File: config.mk
export PLATFORM = sky130hd
export DESIGN_NAME = divider_arbiter
export DESIGN_NICKNAME = d
export VERILOG_FILES = /design/src/rtl/divider_arbiter.sv
export SDC_FILE = /design/constraint.sdc
export NUM_CORES = 1
export LEC_CHECK = 0
export CORE_ASPECT_RATIO = 1.4
export CORE_MARGIN = 3
export CORE_UTILIZATION = 40
export CTS_CLUSTER_DIAMETER = 60
export CTS_CLUSTER_SIZE = 20
export DETAILED_ROUTE_END_ITERATION = 10
export PLACE_DENSITY = 0.91
export SLEW_MARGIN = 20
export SYNTH_ARGS = -nofsm -noshare
export SYNTH_HDL_FRONTEND = slang
export SYNTH_SLANG_ARGS = --single-unit
export TNS_END_PERCENT = 100
File: constraint.sdc
create_clock -name clk -period 5.3 [get_ports clk]
set_input_delay 1.06 -clock clk [delete_from_list [all_inputs] [get_ports clk]]
set_output_delay 1.06 -clock clk [all_outputs]
set_load 0.03 [all_outputs]
File: src/rtl/divider_arbiter.sv
// divider_arbiter: round-robin scheduler sharing one fixed-point divider among NUM_REQ requesters.
// Optional feature: define DIV_ARB_WATCHDOG_EN to abort a WAIT that exceeds TIMEOUT_CYCLES.
module divider_arbiter #(
    parameter int NUM_REQ        = 4,
    parameter int N              = 22,
    parameter int Q              = 10,
    parameter int TIMEOUT_CYCLES = 64
) (
    input  logic                 clk,
    input  logic                 rst_n,
    input  logic [NUM_REQ-1:0]   req,
    input  logic [NUM_REQ*N-1:0] req_dividend,
    input  logic [NUM_REQ*N-1:0] req_divisor,
    output logic [NUM_REQ-1:0]   grant,
    output logic [NUM_REQ-1:0]   rsp_valid,
    output logic [N-1:0]         rsp_q,
    output logic                 rsp_overflow,
    output logic                 rsp_dbz,
    output logic                 rsp_timeout,
    output logic                 div_start,
    output logic [N-1:0]         div_dividend,
    output logic [N-1:0]         div_divisor,
    input  logic                 div_busy,
    input  logic                 div_done,
    input  logic                 div_overflow,
    input  logic                 div_dbz,
    input  logic [N-1:0]         div_q
);
    localparam int IW = $clog2(NUM_REQ);

    typedef enum logic [1:0] {IDLE, START, WAIT, RESP} state_t;

    state_t        state, state_n;
    logic [IW-1:0] rr_ptr, winner, pick, idx;
    logic          found, done_ok, wd_expire;
    logic [N-1:0]  sel_dividend, sel_divisor;

    // done is only believed once the divider has dropped busy
    assign done_ok = !div_busy && div_done;

    // Winner is the first requester at or after rr_ptr, wrapping upward
    always_comb begin
        pick  = '0;
        found = 1'b0;
        idx   = '0;
        for (int k = NUM_REQ - 1; k >= 0; k--) begin
            idx = IW'((int'(rr_ptr) + k) % NUM_REQ);
            if (req[idx]) begin
                pick  = idx;
                found = 1'b1;
            end
        end
    end

    // Operand mux for the candidate winner
    always_comb begin
        sel_dividend = '0;
        sel_divisor  = '0;
        for (int i = 0; i < NUM_REQ; i++) begin
            if (IW'(i) == pick) begin
                sel_dividend = req_dividend[i*N +: N];
                sel_divisor  = req_divisor[i*N +: N];
            end
        end
    end

    // State register
    always_ff @(posedge clk or negedge rst_n) begin
        if (!rst_n) state <= IDLE;
        else        state <= state_n;
    end

    // Next-state logic
    always_comb begin
        state_n = state;
        case (state)
            IDLE:    state_n = found ? START : IDLE;
            START:   state_n = WAIT;
            WAIT:    state_n = (done_ok || wd_expire) ? RESP : WAIT;
            default: state_n = IDLE;
        endcase
    end

    // Grant/operand latch, start pulse, result capture and pointer advance
    always_ff @(posedge clk or negedge rst_n) begin
        if (!rst_n) begin
            grant        <= '0;
            rsp_valid    <= '0;
            rsp_q        <= '0;
            rsp_overflow <= 1'b0;
            rsp_dbz      <= 1'b0;
            div_start    <= 1'b0;
            div_dividend <= '0;
            div_divisor  <= '0;
            rr_ptr       <= '0;
            winner       <= '0;
        end else begin
            div_start <= (state == IDLE) && found;
            rsp_valid <= '0;
            if (state == IDLE && found) begin
                winner       <= pick;
                grant        <= NUM_REQ'(1) << pick;
                div_dividend <= sel_dividend;
                div_divisor  <= sel_divisor;
            end
            if (state == WAIT && (done_ok || wd_expire)) begin
                rsp_valid    <= grant;
                grant        <= '0;
                rsp_q        <= done_ok ? div_q : '0;
                rsp_overflow <= done_ok && div_overflow;
                rsp_dbz      <= done_ok && div_dbz;
            end
            if (state == RESP) rr_ptr <= (winner == IW'(NUM_REQ - 1)) ? '0 : winner + 1'b1;
        end
    end

`ifdef DIV_ARB_WATCHDOG_EN
    localparam int WW = $clog2(TIMEOUT_CYCLES + 1);

    logic [WW-1:0] wd_cnt;

    // A real completion always wins over a same-cycle expiry
    assign wd_expire = (state == WAIT) && !done_ok && (wd_cnt == WW'(TIMEOUT_CYCLES - 1));

    // Watchdog counter runs only in WAIT; timeout flag follows each capture
    always_ff @(posedge clk or negedge rst_n) begin
        if (!rst_n) begin
            wd_cnt      <= '0;
            rsp_timeout <= 1'b0;
        end else begin
            wd_cnt <= (state == WAIT) ? wd_cnt + 1'b1 : '0;
            if (state == WAIT && done_ok) rsp_timeout <= 1'b0;
            else if (wd_expire)           rsp_timeout <= 1'b1;
        end
    end
`else
    assign wd_expire   = 1'b0;
    assign rsp_timeout = 1'b0;
`endif

endmodule

==> metrics, run 1 <==
status finished, final reports clean; postcts setup bufs 0; Setup crit end kind flip-flop; DRC Markers 0; final setup TNS 0 ns; drt total wl 16500 um; Vias per Instance 5.40; HP Class flip-flop to flip-flop; Root Driver clkbuf_16; Max Cap Violations 0; Iteration-0 DRC Markers 153; Critical Path Max Stage Delay 0.89 ns; Unique masters post-synth 33; Rows 45; Worst slew margin 0.295; reg2reg path depth 8; RD Place Congestion 0.839; beginning of the worst hold path rsp_q[1]$_DFFE_PN0P_; final design utilization 0.695; HPWL Detailed 12200 um; Syn Inst Count 466; # port buffers 284; layout net count 938; post-cts hold buffer count 0; routed vias 4696; Worst VDD drop 272 uV; post-cts repair resize count 0; Seq/Total Area, Yosys 0.453; Avg WL per Cell 18.9 um; largest area contributor in the netlist dfrtp_1; GRT Util Overall 0.255; vias in the first global route 5049; Worst Tran Pin Value 1.05 ns; worst-case clock buffer depth 2; worst skew pair latency 0.34 ns; WHS Path Cells 2; Initial Utilization 0.416; worst reg2reg path endpoint div_dividend[4]$_DFFE_PN0P_; Final Non-Filler Cells 870; RR Startpoint state[0]$_DFF_PN0_; RSZ-0062 raised after global routing false; final period utilization 0.756; Clock transition at path regs 0.06 ns; clock sink total 83; Antenna Diode Count 0; pre-CTS WS 0.966 ns; final hold vios 0; Final WS setup 1.29 ns; Synth Cell Area 4590 um^2; Placed Cells 855; crit path time final 4.01 ns; Post-synth EDFFs 0; Worst Hold Endpoint rsp_q[1]$_DFFE_PN0P_; die extent in y 133 um; first-pass GRT wire length 25300 um; CTS Buf Count 9; Critical-path top delay cell nand3b_2; area share of the largest cell type after synthesis 0.453; CP Class primary input to flip-flop; Hold WS 0.475 ns; Die X 96.5 um; Max Slew Vio Count 0; Synth Flop Type dfrtp_1; # fillers 822; internal reg-to-reg setup slack 1.96 ns; core area 11000 um^2; Async SR Flop Fraction 1.00; critical-path cell list clkdlybuf4s50_1 > o41ai_2 > buf_4 > inv_2 > nand3b_2 > a211oi_1 > a211oi_2; largest net degree at the start of global routing 84; grt total ovfl 0; initial antenna violation count 0; crit-path max FO 48; Pre-Repair DR Iteration Count 4; final clock skew 0.00825 ns; Ports 286; Antenna Nets Post-Route 0; CTS tree yes; required time of the worst setup path 5.46 ns; die area 12800 um^2; top cells by area, synth dfrtp_1, a211oi_1, mux2i_1; Critical Path AT 4.17 ns; CP Launch Type primary input; #FFs+latches synth 83; Net Count, Synth 679; setup violators final 0; P per Cell Area 538 nW/um^2; Post-Syn Area per Cell 9.84 um^2; Max Clk Rate 249 MHz; leakage 0.00328 uW; Yosys warnings 0; H-tree Lvls 3; share of cells above drive strength 1 0.0645; area grow syn2layout 67.2%
[routing by layer]
metal / global-route usage / share of wire / routed length (um)
met4: 0.151 / 0.055 / 911
met2: 0.442 / 0.51 / 8480
met3: 0.0586 / 0.073 / 1200
met1: 0.275 / 0.36 / 5880
met5: 0 / 0 / 0
[worst max path at each step]
stage,startpoint,end,slack (ns),depth (start not counted)
final,req[3],div_dividend[4]$_DFFE_PN0P_,1.29,7
after floorplan,req[3],div_dividend[12]$_DFFE_PN0P_,2.99,7
after global routing,req[3],div_dividend[4]$_DFFE_PN0P_,1.03,7
after detailed placement,req[3],div_dividend[4]$_DFFE_PN0P_,0.97,7
after global placement,req[0],div_dividend[21]$_DFFE_PN0P_,1.09,7
after CTS,req[3],div_dividend[4]$_DFFE_PN0P_,1.31,7
[flip-flops by register name (all words and copies together), names as in the netlist]
name          flops
rsp_valid         4
winner            2
rsp_q            22
rsp_overflow      1
div_start         1
state             2
div_divisor      22
grant             4
rsp_dbz           1
div_dividend     22
rr_ptr            2
[power by group]
part / internal, uW / switching (uW)
Sequential: 935 / 188
Combinational: 999 / 1410
Clock: 321 / 263
Total: 2260 / 1870
[synthesized netlist by cell type (all sizes together), types with 2 or more instances]
cell    instances
clkbuf         22
inv             4
mux2            2
dfrtp          83
and2            5
nand3           2
ha              5
mux2i          45
a211oi         88
buf            17
nand2          81
or3             2
nor2           47
o21ai           2
a21oi           6
nand3b          3
and3b           2
and3           44
[cell families after synthesis]
group / after synthesis / synth area share
buffers and inverters: 43 / 0.0565
AND/OR/NAND/NOR: 188 / 0.190
adder cells (fa/ha/maj): 5 / 0.0136
flip-flops: 83 / 0.453
other: 1 / 0.000818
multiplexers: 47 / 0.103
AO/OA/AOI/OAI: 99 / 0.183
[through the flow]
step           total power [uW]  cell area (um^2)
6_report                   4120              7670
5_1_grt                    4370              7670
4_1_cts                    4150              7660
3_5_place_dp               3550              7390
3_3_place_gp               3460              7390
2_1_floorplan              2600              4590
[area by class of cell]
type	count	area (um^2)	share of cell area
Clock inverter	6	48.8	0.00637
Clock buffer	9	225	0.0294
Tap cell	141	176	0.0230
Multi-Input combinational cell	340	2260	0.294
Inverter	4	15.0	0.00196
Timing Repair Buffer	287	2870	0.374
Sequential cell	83	2080	0.271
[cells in the final DEF, fill, tap and decap left out, drive strengths merged, types with 2 or more instances in the layout]
master and n:
clkdlybuf4s50 283, a211oi 88, dfrtp 83, nand2 81, nor2 47, mux2i 45, and3 44, clkbuf 9
inv 7, a21oi 6, ha 5, and2 5, buf 4, nand3b 3, clkinv 3, and3b 2
mux2 2, or3 2, nand3 2, o21ai 2
[critical path, delay by kind of cell]
family / cells / cell delay (ns)
simple gates: 1 / 0.89
buf+inv: 3 / 1.41
compound gates: 3 / 0.76
Note: power is estimated with default switching activity, not from simulation.
==> run 2, diff against run 1 <==
--- a/config.mk
+++ b/config.mk
@@ -7,11 +7,11 @@
 export LEC_CHECK = 0
 export CORE_ASPECT_RATIO = 1.4
 export CORE_MARGIN = 3
-export CORE_UTILIZATION = 40
+export CORE_UTILIZATION = 37
 export CTS_CLUSTER_DIAMETER = 60
 export CTS_CLUSTER_SIZE = 20
 export DETAILED_ROUTE_END_ITERATION = 10
-export PLACE_DENSITY = 0.91
+export PLACE_DENSITY = 0.86
 export SLEW_MARGIN = 20
 export SYNTH_ARGS = -nofsm -noshare
 export SYNTH_HDL_FRONTEND = slang
==> constraint.sdc (replaced) <==
create_clock -name clk -period 3.89 [get_ports clk]
set_input_delay 0.778 -clock clk [delete_from_list [all_inputs] [get_ports clk]]
set_output_delay 0.778 -clock clk [all_outputs]
set_load 0.03 [all_outputs]
==> run 2 against run 1 <==
Count of clock-buffer cells in the layout is 2 higher. Flip-flop and latch count stayed put. Largest power group unchanged. Clock skew hardly changed. Setup slack worse by 0.60 ns. Critical endpoint is now div_divisor[8]$_DFFE_PN0P_.
==> metrics, run 2 (synthesized netlist as in run 1, its figures left out) <==
status finished, final reports clean; CTS Buf Count 9; HPWL Detailed 12600 um; Final WS setup 0.687 ns; Critical Path Sink div_divisor[8]$_DFFE_PN0P_; internal reg-to-reg setup slack 1.30 ns; final period utilization 0.823; Pre-Repair DR Iteration Count 4; Critical Path Max Stage Delay 0.63 ns; RD Place Congestion 0.819; final setup TNS 0 ns; post-cts hold buffer count 0; CP Depth 8; DRC Markers 0; Antenna Nets Post-Route 0; Clock transition at path regs 0.06 ns; crit-path max FO 34; required time of the worst setup path 4.11 ns; leakage 0.00333 uW; Worst VDD drop 299 uV; routed vias 4686; area grow syn2layout 69.5%; Worst Tran Pin Value 0.905 ns; worst-case clock buffer depth 2; crit path buf inv count 3; share of cells above drive strength 1 0.0759; crit path launch req[3]; reg2reg path depth 7; largest net degree at the start of global routing 84; Rows 47; Ports 286; P per Cell Area 732 nW/um^2; Avg WL per Cell 18.5 um; layout net count 946; worst reg2reg path endpoint div_divisor[8]$_DFFE_PN0P_; RSZ-0062 raised after global routing false; Final Non-Filler Cells 885; die extent in y 138 um; critical-path cell list clkdlybuf4s50_1 > and3b_1 > o21ai_4 > buf_4 > and2_4 > buf_12 > mux2i_1 > a211oi_1; H-tree Lvls 3; Critical-path top delay cell and2_4; # fillers 953; die area 13800 um^2; setup violators final 0; crit path time final 3.20 ns; Placed Cells 869; Iteration-0 DRC Markers 199; CTS tree yes; Max Slew Vio Count 0; drt total wl 16400 um; RR Startpoint rr_ptr[1]$_DFFE_PN0N_; CP Class primary input to flip-flop; vias in the first global route 4943; final hold vios 0; grt total ovfl 0; Max Cap Violations 0; worst skew pair latency 0.33 ns; Antenna Diode Count 0; core area 12000 um^2; post-cts repair resize count 0; Top Registers div_dividend: 22 flops, div_divisor: 22 flops, rsp_q: 22 flops; commonest non-fill, non-tap cell in the layout clkdlybuf4s50_1; final clock skew 0.00846 ns; initial antenna violation count 0; Worst slew margin 0.395; Hold WS 0.480 ns; # port buffers 284; Setup crit end kind flip-flop; Root Driver clkbuf_16; CP delay by family, top buffers and inverters; Max Clk Rate 312 MHz; GRT Util Overall 0.230; clock sink total 83; pre-CTS WS 0.370 ns; Initial Utilization 0.382; most frequent cells in the layout clkdlybuf4s50_1, dfrtp_1, nand2_1; Vias per Instance 5.29; Critical Path AT 3.42 ns; CP Launch Type primary input; Die X 100 um; HP Class flip-flop to flip-flop; first-pass GRT wire length 24700 um; multi-input logic area 2260 um^2; postcts setup bufs 0; Reg area 2080 um^2
[run 2: cell count changes in the layout (fill, tap and decap cells not counted), sizes merged]
cell / previous run / this run
buf: 4 / 12
clkinv: 3 / 1
clkbuf: 9 / 11
clkinvlp: 0 / 1
[run 2: worst min path at each step]
stage / from / end / slack [ns] / cells after the start
after floorplan: winner[1]$_DFFE_PN0P_ / winner[1]$_DFFE_PN0P_ / 0.46 / 2
after global placement: rsp_q[3]$_DFFE_PN0P_ / rsp_q[3]$_DFFE_PN0P_ / 0.46 / 2
after detailed placement: rsp_q[19]$_DFFE_PN0P_ / rsp_q[19]$_DFFE_PN0P_ / 0.47 / 2
after CTS: rsp_q[21]$_DFFE_PN0P_ / rsp_q[21]$_DFFE_PN0P_ / 0.48 / 2
after global routing: rsp_q[9]$_DFFE_PN0P_ / rsp_q[9]$_DFFE_PN0P_ / 0.51 / 2
final: rsp_q[5]$_DFFE_PN0P_ / rsp_q[5]$_DFFE_PN0P_ / 0.48 / 2
[run 2: area by class of cell]
cell class,count,share of cell area
Multi-Input combinational cell,340,0.291
Sequential cell,83,0.267
Tap cell,147,0.0237
Inverter,4,0.00193
Clock buffer,11,0.0312
Clock inverter,5,0.00579
Timing Repair Buffer,295,0.380
[run 2: worst reg2reg max path, cell delays in order (launching register included)]
cell	delay (ns)
dfrtp_1	0.44
and3b_1	0.22
o21ai_4	0.15
buf_4	0.34
and2_4	0.64
buf_12	0.28
mux2i_1	0.11
a211oi_1	0.30
[run 2: per-stage QoR]
stage          instance area [um^2]  power [uW]  utilization
2_1_floorplan                  4590        3550            -
3_3_place_gp                   7480        4780        0.624
3_5_place_dp                   7480        4910        0.624
4_1_cts                        7770        5750        0.648
5_1_grt                        7770        6020        0.648
6_report                       7770        5690        0.648
[run 2: routing by layer]
layer / vias up / track usage / share of wire / wire length, um
met5: - / 0 / 0 / 0
met2: 220 / 0.441 / 0.56 / 9120
met4: 0 / 0.0779 / 0.014 / 234
li1: 2199 / - / - / -
met1: 2247 / 0.243 / 0.35 / 5820
met3: 20 / 0.0578 / 0.075 / 1230
[run 2: report_power, final]
part	internal, uW	leakage, uW	switching, uW	total, uW
sequential	1270	0.000977	255	1530
combinational	1410	0.00222	1930	3340
clock	461	0.000139	361	822
